<file path="src/rtl/ts_pkg.sv">
// ts_pkg: constants, header field positions and FSM encoding for the TS packet checker.
// Consumed by ts_checker_if, ts_sync_fsm and ts_checker through import ts_pkg::*.
package ts_pkg;

    localparam logic [7:0]  TS_SYNC_BYTE = 8'h47;
    localparam int unsigned TS_PKT_LEN   = 188;
    localparam logic [12:0] TS_NULL_PID  = 13'h1FFF;

    // Header byte indices within a packet
    localparam int unsigned TS_HDR_PID_HI = 1;
    localparam int unsigned TS_HDR_PID_LO = 2;
    localparam int unsigned TS_HDR_CC     = 3;

    // Bit positions inside the header bytes
    localparam int unsigned TS_TEI_BIT     = 7;  // byte 1
    localparam int unsigned TS_PID_HI_MSB  = 4;  // byte 1, PID[12:8] in bits 4:0
    localparam int unsigned TS_AFC_PAY_BIT = 4;  // byte 3, afc[0] = payload present
    localparam int unsigned TS_CC_MSB      = 3;  // byte 3, CC in bits 3:0

    typedef enum logic [1:0] {
        StHunt   = 2'd0,
        StVerify = 2'd1,
        StLock   = 2'd2
    } ts_state_e;

    // CC only advances on packets that carry payload.
    function automatic logic [3:0] ts_cc_expected(input logic [3:0] cc_ref, input logic payload);
        return payload ? cc_ref + 4'd1 : cc_ref;
    endfunction

endpackage

</file>
<file path="src/rtl/ts_sync_fsm.sv">
// ts_sync_fsm: packet sync acquisition/tracking (HUNT -> VERIFY -> LOCK) with a flywheel
// byte index.
//   i_clk, i_rst   : clock, synchronous active-high reset
//   i_data, i_valid, i_psync : TS byte, byte qualifier, packet-start marker
//   o_locked       : registered, high while in LOCK
//   o_sync_err     : 1-cycle pulse after a bad sync byte seen while locked
//   o_idx          : index of the byte currently presented (0..PKT_LEN-1)
//   o_pkt_good     : current packet had a good sync in LOCK and may be decoded
module ts_sync_fsm
    import ts_pkg::*;
#(
    parameter int unsigned PKT_LEN  = TS_PKT_LEN,
    parameter int unsigned LOCK_CNT = 3,
    parameter int unsigned LOSS_CNT = 3,
    localparam int unsigned IDX_W   = $clog2(PKT_LEN)
) (
    input  logic             i_clk,
    input  logic             i_rst,
    input  logic [7:0]       i_data,
    input  logic             i_valid,
    input  logic             i_psync,
    output logic             o_locked,
    output logic             o_sync_err,
    output logic [IDX_W-1:0] o_idx,
    output logic             o_pkt_good
);

    localparam logic [IDX_W-1:0] LAST_IDX  = IDX_W'(PKT_LEN - 1);
    localparam logic [3:0]       LOCK_THR  = 4'(LOCK_CNT);
    localparam logic [3:0]       LOSS_THR  = 4'(LOSS_CNT);

    ts_state_e        r_state;
    logic [IDX_W-1:0] r_idx;
    logic [3:0]       r_good_cnt;
    logic [3:0]       r_miss_cnt;
    logic             r_locked;
    logic             r_sync_err;
    logic             r_pkt_good;

    logic             w_good;
    logic [IDX_W-1:0] w_idx_nxt;
    logic [3:0]       w_good_inc;
    logic [3:0]       w_miss_inc;

    assign w_good     = (i_data == TS_SYNC_BYTE) && i_psync;
    assign w_idx_nxt  = (r_idx == LAST_IDX) ? '0 : r_idx + 1'b1;
    assign w_good_inc = r_good_cnt + 4'd1;
    assign w_miss_inc = r_miss_cnt + 4'd1;

    always_ff @(posedge i_clk) begin
        r_sync_err <= 1'b0;
        if (i_rst) begin
            r_state    <= StHunt;
            r_idx      <= '0;
            r_good_cnt <= '0;
            r_miss_cnt <= '0;
            r_locked   <= 1'b0;
            r_pkt_good <= 1'b0;
        end else if (i_valid) begin
            unique case (r_state)
                StHunt: begin
                    if (w_good) begin
                        r_state    <= StVerify;
                        r_good_cnt <= 4'd1;
                        r_idx      <= IDX_W'(1);
                    end
                end
                StVerify: begin
                    if (r_idx == '0) begin
                        if (w_good) begin
                            r_good_cnt <= w_good_inc;
                            r_idx      <= w_idx_nxt;
                            if (w_good_inc == LOCK_THR) begin
                                // The packet that completes acquisition is decoded.
                                r_state    <= StLock;
                                r_locked   <= 1'b1;
                                r_pkt_good <= 1'b1;
                                r_miss_cnt <= '0;
                            end
                        end else begin
                            r_state    <= StHunt;
                            r_idx      <= '0;
                            r_good_cnt <= '0;
                        end
                    end else begin
                        r_idx <= w_idx_nxt;
                    end
                end
                StLock: begin
                    if (r_idx == '0) begin
                        if (w_good) begin
                            r_miss_cnt <= '0;
                            r_pkt_good <= 1'b1;
                            r_idx      <= w_idx_nxt;
                        end else begin
                            r_sync_err <= 1'b1;
                            r_pkt_good <= 1'b0;
                            if (w_miss_inc == LOSS_THR) begin
                                r_state    <= StHunt;
                                r_locked   <= 1'b0;
                                r_idx      <= '0;
                                r_miss_cnt <= '0;
                                r_good_cnt <= '0;
                            end else begin
                                // Flywheel: keep counting through the missed packet.
                                r_miss_cnt <= w_miss_inc;
                                r_idx      <= w_idx_nxt;
                            end
                        end
                    end else begin
                        r_idx <= w_idx_nxt;
                    end
                end
                default: begin
                    r_state <= StHunt;
                    r_idx   <= '0;
                end
            endcase
        end
    end

    assign o_locked   = r_locked;
    assign o_sync_err = r_sync_err;
    assign o_idx      = r_idx;
    assign o_pkt_good = r_pkt_good;

endmodule

</file>
<file path="config.mk">
export PLATFORM = sky130hd
export DESIGN_NAME = ts_sync_fsm
export DESIGN_NICKNAME = d
export VERILOG_FILES = /design/src/rtl/ts_pkg.sv /design/src/rtl/ts_sync_fsm.sv
export SDC_FILE = /design/constraint.sdc
export NUM_CORES = 1
export LEC_CHECK = 0
export ABC_CLOCK_PERIOD_IN_PS = 1650
export CELL_PAD_IN_SITES_DETAIL_PLACEMENT = 0
export CELL_PAD_IN_SITES_GLOBAL_PLACEMENT = 1
export CORE_ASPECT_RATIO = 1.2
export CORE_MARGIN = 4
export CORE_UTILIZATION = 43
export CTS_CLUSTER_DIAMETER = 120
export CTS_CLUSTER_SIZE = 16
export DETAILED_ROUTE_END_ITERATION = 10
export DONT_BUFFER_PORTS = 1
export PLACE_DENSITY_LB_ADDON = 0.25
export RECOVER_POWER = 100
export REMOVE_ABC_BUFFERS = 1
export SYNTH_ARGS = -nofsm -noshare
export SYNTH_HDL_FRONTEND = slang
export SYNTH_SLANG_ARGS = --single-unit
export TNS_END_PERCENT = 20
</file>
<file path="constraint.sdc">
create_clock -name i_clk -period 1.65 [get_ports i_clk]
set_input_delay 0.2475 -clock i_clk [delete_from_list [all_inputs] [get_ports i_clk]]
set_output_delay 0.2475 -clock i_clk [all_outputs]
set_load 0.05 [all_outputs]
</file>
# Word-level counts from Yosys, hierarchy flattened
# Index checks and enable logic that the tools add are counted.
dict set report word_totals {
  rom_bits 0
  mem_count 0
  ram_bits 0
  regBits 21
  elab_cells 79
  latch_bits 0
}
dict set report classes {
  n_mux 41
  n_eq_ne 14
  bitwise 3
  shift 0
  addsub 3
  n_div 0
  order_cmp 0
  multipliers 0
  n_reduce_logical 11
}
# operator n
set ops {}
lappend ops {{$mux W8} 7}
lappend ops {{$mux W4} 12}
lappend ops {{$pmux W8 S3} 1}
lappend ops {{$mux W2} 7}
lappend ops {{$ne A2 B2 Y1 const B} 7}
lappend ops {{$reduce_and A7 Y1} 2}
lappend ops {{$pmux W4 S3} 1}
lappend ops {{$mux W1} 9}
lappend ops {{$add A4 B1 Y4 const B} 2}
lappend ops {{$add A8 B1 Y8 const B} 1}
lappend ops {{$eq A4 B2 Y1 const B} 2}
lappend ops {{$eq A8 B7 Y1 const B} 1}
lappend ops {{$eq A8 B8 Y1 const B} 1}
lappend ops {{$logic_not A8 Y1} 1}
lappend ops {{$pmux W4 S2} 1}
lappend ops {{$reduce_and A8 Y1} 1}
lappend ops {{$pmux W2 S3} 1}
lappend ops {{$reduce_and A6 Y1} 1}
lappend ops {{$pmux W1 S2} 2}
lappend ops {{$reduce_or A4 Y1} 1}
lappend ops {{$ne A3 B3 Y1 const B} 1}
lappend ops {{$not A1 Y1} 3}
lappend ops {{$reduce_bool A3 Y1} 1}
lappend ops {{$eq A2 B1 Y1 const B} 1}
lappend ops {{5 further kinds} 5}

# Depth between registers and ports, before layout
dict set report depth {
  depth_word 6
  depth_mapped 8
  ltp_nobuf 7
}

# Worst setup path after synthesis
# OpenSTA, ideal clock, no wires.
dict set report synth_path {
  path_type {flip-flop to flip-flop}
  start {reg r_idx[0], in the netlist o_idx[0]}
  end {reg r_locked, in the netlist o_locked}
  t_required_ps 1559
  arrival_time_ps 1895
  stages_incl_launch_ff 8
  slack_ps -336
  setup_time_ps 91
  n_path_buf 0
  path_cell_list {dfxtp_1 inv_1 ha_1 nor4b_4 and2_1 o2bb2ai_2 and3_1 a311oi_1}
}
dict set report synth_via {
  elab_chain_len 3
  elab_cells_between_ends 4
}
# item line_no
set synth_rtl {}
lappend synth_rtl {{start, declared} ts_sync_fsm.sv:33} ;# logic [IDX_W-1:0] r_idx;
lappend synth_rtl {{start signal, assigned} ts_sync_fsm.sv:72} ;# r_idx <= w_idx_nxt;
lappend synth_rtl {{start signal, assigned} ts_sync_fsm.sv:86} ;# r_idx <= w_idx_nxt;
lappend synth_rtl {{start signal, assigned} ts_sync_fsm.sv:94} ;# r_idx <= w_idx_nxt;
lappend synth_rtl {{$logic_not A8 Y1 (*)} {ts_sync_fsm.sv:69, ts_sync_fsm.sv:90}}
lappend synth_rtl {{$ne A2 B2 Y1 (no line)} n/a}
lappend synth_rtl {{$reduce_and A8 Y1 (no line) (*)} n/a}
lappend synth_rtl {{end signal, assigned} ts_sync_fsm.sv:57} ;# r_locked <= 1'b0;
lappend synth_rtl {{end signal, assigned} ts_sync_fsm.sv:76} ;# r_locked <= 1'b1;
lappend synth_rtl {{end signal, assigned} ts_sync_fsm.sv:100} ;# r_locked <= 1'b0;
lappend synth_rtl {{end, declared} ts_sync_fsm.sv:36} ;# logic r_locked;
# Every way passes the cells marked *; elsewhere a longest branch is shown, timed or not.
# A chain may end at the register's enable or synchronous reset.

# Worst setup path in the final report
dict set report layout_path {
  start {reg r_miss_cnt[0]}
  end {reg r_good_cnt[1]}
}
dict set report layout_via {
  elab_chain_len 4
}
# item line_no
set layout_rtl {}
lappend layout_rtl {{start, declared} ts_sync_fsm.sv:35} ;# logic [3:0] r_miss_cnt;
lappend layout_rtl {{start signal, assigned} ts_sync_fsm.sv:106} ;# r_miss_cnt <= w_miss_inc;
lappend layout_rtl {{$add A4 B1 Y4} ts_sync_fsm.sv:48} ;# assign w_miss_inc = r_miss_cnt + 4'd1;
lappend layout_rtl {{$eq A4 B2 Y1} ts_sync_fsm.sv:98} ;# if (w_miss_inc == LOSS_THR) begin
lappend layout_rtl {{$ne A2 B2 Y1 (no line)} n/a}
lappend layout_rtl {{$reduce_and A7 Y1 (no line)} n/a}
lappend layout_rtl {{end signal, assigned} ts_sync_fsm.sv:71} ;# r_good_cnt <= w_good_inc;
lappend layout_rtl {{end, declared} ts_sync_fsm.sv:34} ;# logic [3:0] r_good_cnt;
# No other way between the ends.

==> impl_metrics.env <==
export IMPL_dieWidth_um=61.6
export IMPL_fp_dieArea_um2=4450
export IMPL_netlist_top_cells_area="dfxtp_1 (28%), ha_1 (9.3%), a21oi_1 (5.4%)"
export IMPL_htreeDepth=1
export IMPL_report_final_slew_viol_count=0
export IMPL_dr_max_layer_used="met4"
export IMPL_seq_power_share_pct=56.8
export IMPL_overflow=0
export IMPL_max_slew_margin_pct=59.9
export IMPL_cp_data_arrival_time_ps=1870
export IMPL_cts_root_buf="clkbuf_8"
export IMPL_swShare_pct=22.5
export IMPL_fin_tns_setup_ps=-544
export IMPL_io_buffers=0
export IMPL_fin_crit_sh_pct=104
export IMPL_ys_ff_latch=21
export IMPL_synthFlopType="dfxtp_1"
export IMPL_clk_latency_ps=260
export IMPL_cts_path_max_buffers=2
export IMPL_min_period_ps=1720
export IMPL_wire_per_inst_um=17.1
export IMPL_maxCapViolCount=0
export IMPL_setup_viol=16
export IMPL_grt_max_degree=19
export IMPL_drtPass1Iterations=4
export IMPL_drt_first_iter_violations=37
export IMPL_cts_buffers=3
export IMPL_die_h_um=72.3
export IMPL_ys_seq_area_share_pct=28.4
export IMPL_area_growth_pct=40.6
export IMPL_wl_met2_um=2210
export IMPL_ys_warn_count=0
export IMPL_worstMarginPinSlew_ps=603
export IMPL_synth_async_sr_flop_share_pct=0
export IMPL_first_global_vias=1463
export IMPL_met1Wirelength_um=1720
export IMPL_hold_buffers=0
export IMPL_min_path_type="in2reg"
export IMPL_grt_usage_pct=19.6
export IMPL_p_leak_uw=0.000751
export IMPL_end_kind="flip-flop"
export IMPL_drive_gt1_share_pct=49.3
export IMPL_start_util_pct=44.3
export IMPL_core_region_area_um2=3340
export IMPL_drc_errors=0
export IMPL_avgSynthCellArea_um2=8.97
export IMPL_antenna_cells_inserted=0
export IMPL_routed_via_density=6.03
export IMPL_synthCells=165
export IMPL_clkPwrFrac_pct=39.5
export IMPL_power_density_nw_per_um2=426
export IMPL_finalHoldViolations=0
export IMPL_path_clk_slew_ps=80
export IMPL_synth_area_um2=1480
export IMPL_place_gp_congestion=0.795
export IMPL_cts_tree="built"
export IMPL_violations="negative setup slack"
export IMPL_vias=1459
export IMPL_status="finished, violations left"
export IMPL_crit_path_start_kind="flip-flop"
export IMPL_rsz0062_at_grt="true"
export IMPL_cts_num_sinks=21
export IMPL_synth_edff_count=0
export IMPL_ir_worst_vdd_mv=0.499
export IMPL_grt_pass1_wl_um=6760
export IMPL_comb_power_share_pct=3.7
export IMPL_wl_met3_um=125
export IMPL_max_freq_mhz=581
export IMPL_critPathMaxFanout=5
export IMPL_placementRows=23
export IMPL_hpwl_um=2960
export IMPL_worst_hold_slack_ps=29.7
export IMPL_fin_nets=229
export IMPL_p_sw_uw=199
export IMPL_drtAntennaViolNets=0
export IMPL_grt_antenna_before_repair=0
export IMPL_skew_ps=0.448
export IMPL_synth_top_cell_by_area="dfxtp_1"
export IMPL_io_pins=23
export IMPL_wirelength_um=4130
export IMPL_internal_power_uw=687
export IMPL_yosys_cell_types_count=56
export IMPL_critPathKind="reg2reg"
export IMPL_setup_slack_ps=-70.5
export IMPL_synth_top_area_share_pct=28.4
export IMPL_worstPathRequired_ps=1800
critical path, stage by stage (launching register included):
cell     delay, ps
dfxtp_1        320
ha_1           250
nor3_1         240
a31o_2         200
a21oi_4         80
buf_4          170
o31ai_1        260
a21oi_1        100
worst paths after layout:
| path | from | to | slack [ps] | cells past startpoint |
|---|---|---|---|---|
| worst max-delay path | r_miss_cnt[0] | r_good_cnt[1] | -70 | 7 |
| worst min-delay path | i_rst | r_good_cnt[0] | 30 | 1 |
| worst max register to register | r_miss_cnt[0] | r_good_cnt[1] | -70 | 7 |
| worst min register to register | o_idx[1] | o_idx[1] | 520 | 2 |
timing repair:
action,4_1_cts,5_1_grt
pin swaps,12,16
buffers inserted,3,5
endpoints found under the setup margin,19,20
resized for setup,26,30
stage by stage:
step	cells	util, %	cell area, µm²	setup slack, ps	power (µW)
6_report	242	62.3	2080	-70.5	887
5_1_grt	242	62.3	2080	-183	919
4_1_cts	237	57.4	1920	-21.4	897
3_5_place_dp	230	52.2	1740	-159	545
3_3_place_gp	230	52.2	1740	-99.7	544
2_1_floorplan	161	-	1460	-335	537
power groups by stage:
| stage | sequential [µW] | clock [µW] | combinational [µW] |
|---|---|---|---|
| after floorplan | 519 | 0 | 18.0 |
| after global placement | 519 | 0 | 25.3 |
| after detailed placement | 519 | 0 | 26.0 |
| after CTS | 507 | 360 | 30.5 |
| after global routing | 504 | 381 | 35.0 |
| final | 503 | 351 | 32.8 |
Yosys cell counts, drive strengths merged, types with 5 or more instances:
cell,number
nand4,8
ha,11
inv,10
nor3,10
nand3,5
nor2,7
dfxtp,21
a21oi,18
and3,5
layout make-up:
| cell class | count | area [µm²] |
|---|---|---|
| Timing Repair Buffer | 40 | 295 |
| Clock inverter | 1 | 5.00 |
| Clock buffer | 3 | 41.3 |
| Multi-Input combinational cell | 130 | 1220 |
| Inverter | 10 | 37.5 |
| Sequential cell | 21 | 433 |
| Fill cell | 286 | 1260 |
| Tap cell | 37 | 46.3 |
cell usage in the layout (no fill, tap or decap), types with 5 or more instances in the layout:
master    netlist  layout
buf_4           0      30
dfxtp_1        21      15
a21oi_1        16      12
inv_1          10       7
nand4_1         7       7
nor3_1          8       6
nor2_1          6       6
a21oi_2         2       5
ha_1           11       5
clkbuf_2        0       5
metal layers:
| layer | track usage (%) | vias up |
|---|---|---|
| met5 | 0 | - |
| met4 | 5.90 | 0 |
| met3 | 3.91 | 7 |
| met2 | 33.2 | 23 |
| met1 | 24.6 | 719 |
| li1 | - | 710 |
flip-flops by register name (all words and copies together), names as in the netlist:
signal,count
r_good_cnt,4
o_locked,1
r_miss_cnt,4
o_pkt_good,1
o_sync_err,1
r_state,2
o_idx,8
logic make-up after synthesis:
logic type / after synthesis / synth area share [%]
AND/OR/NAND/NOR: 59 / 27.1
AO/OA/AOI/OAI: 54 / 27.6
flip-flops: 21 / 28.4
buffers and inverters: 14 / 4.06
adder cells (fa/ha/maj): 11 / 9.30
XOR/XNOR: 6 / 3.55
(Power assumes the default switching activity.)
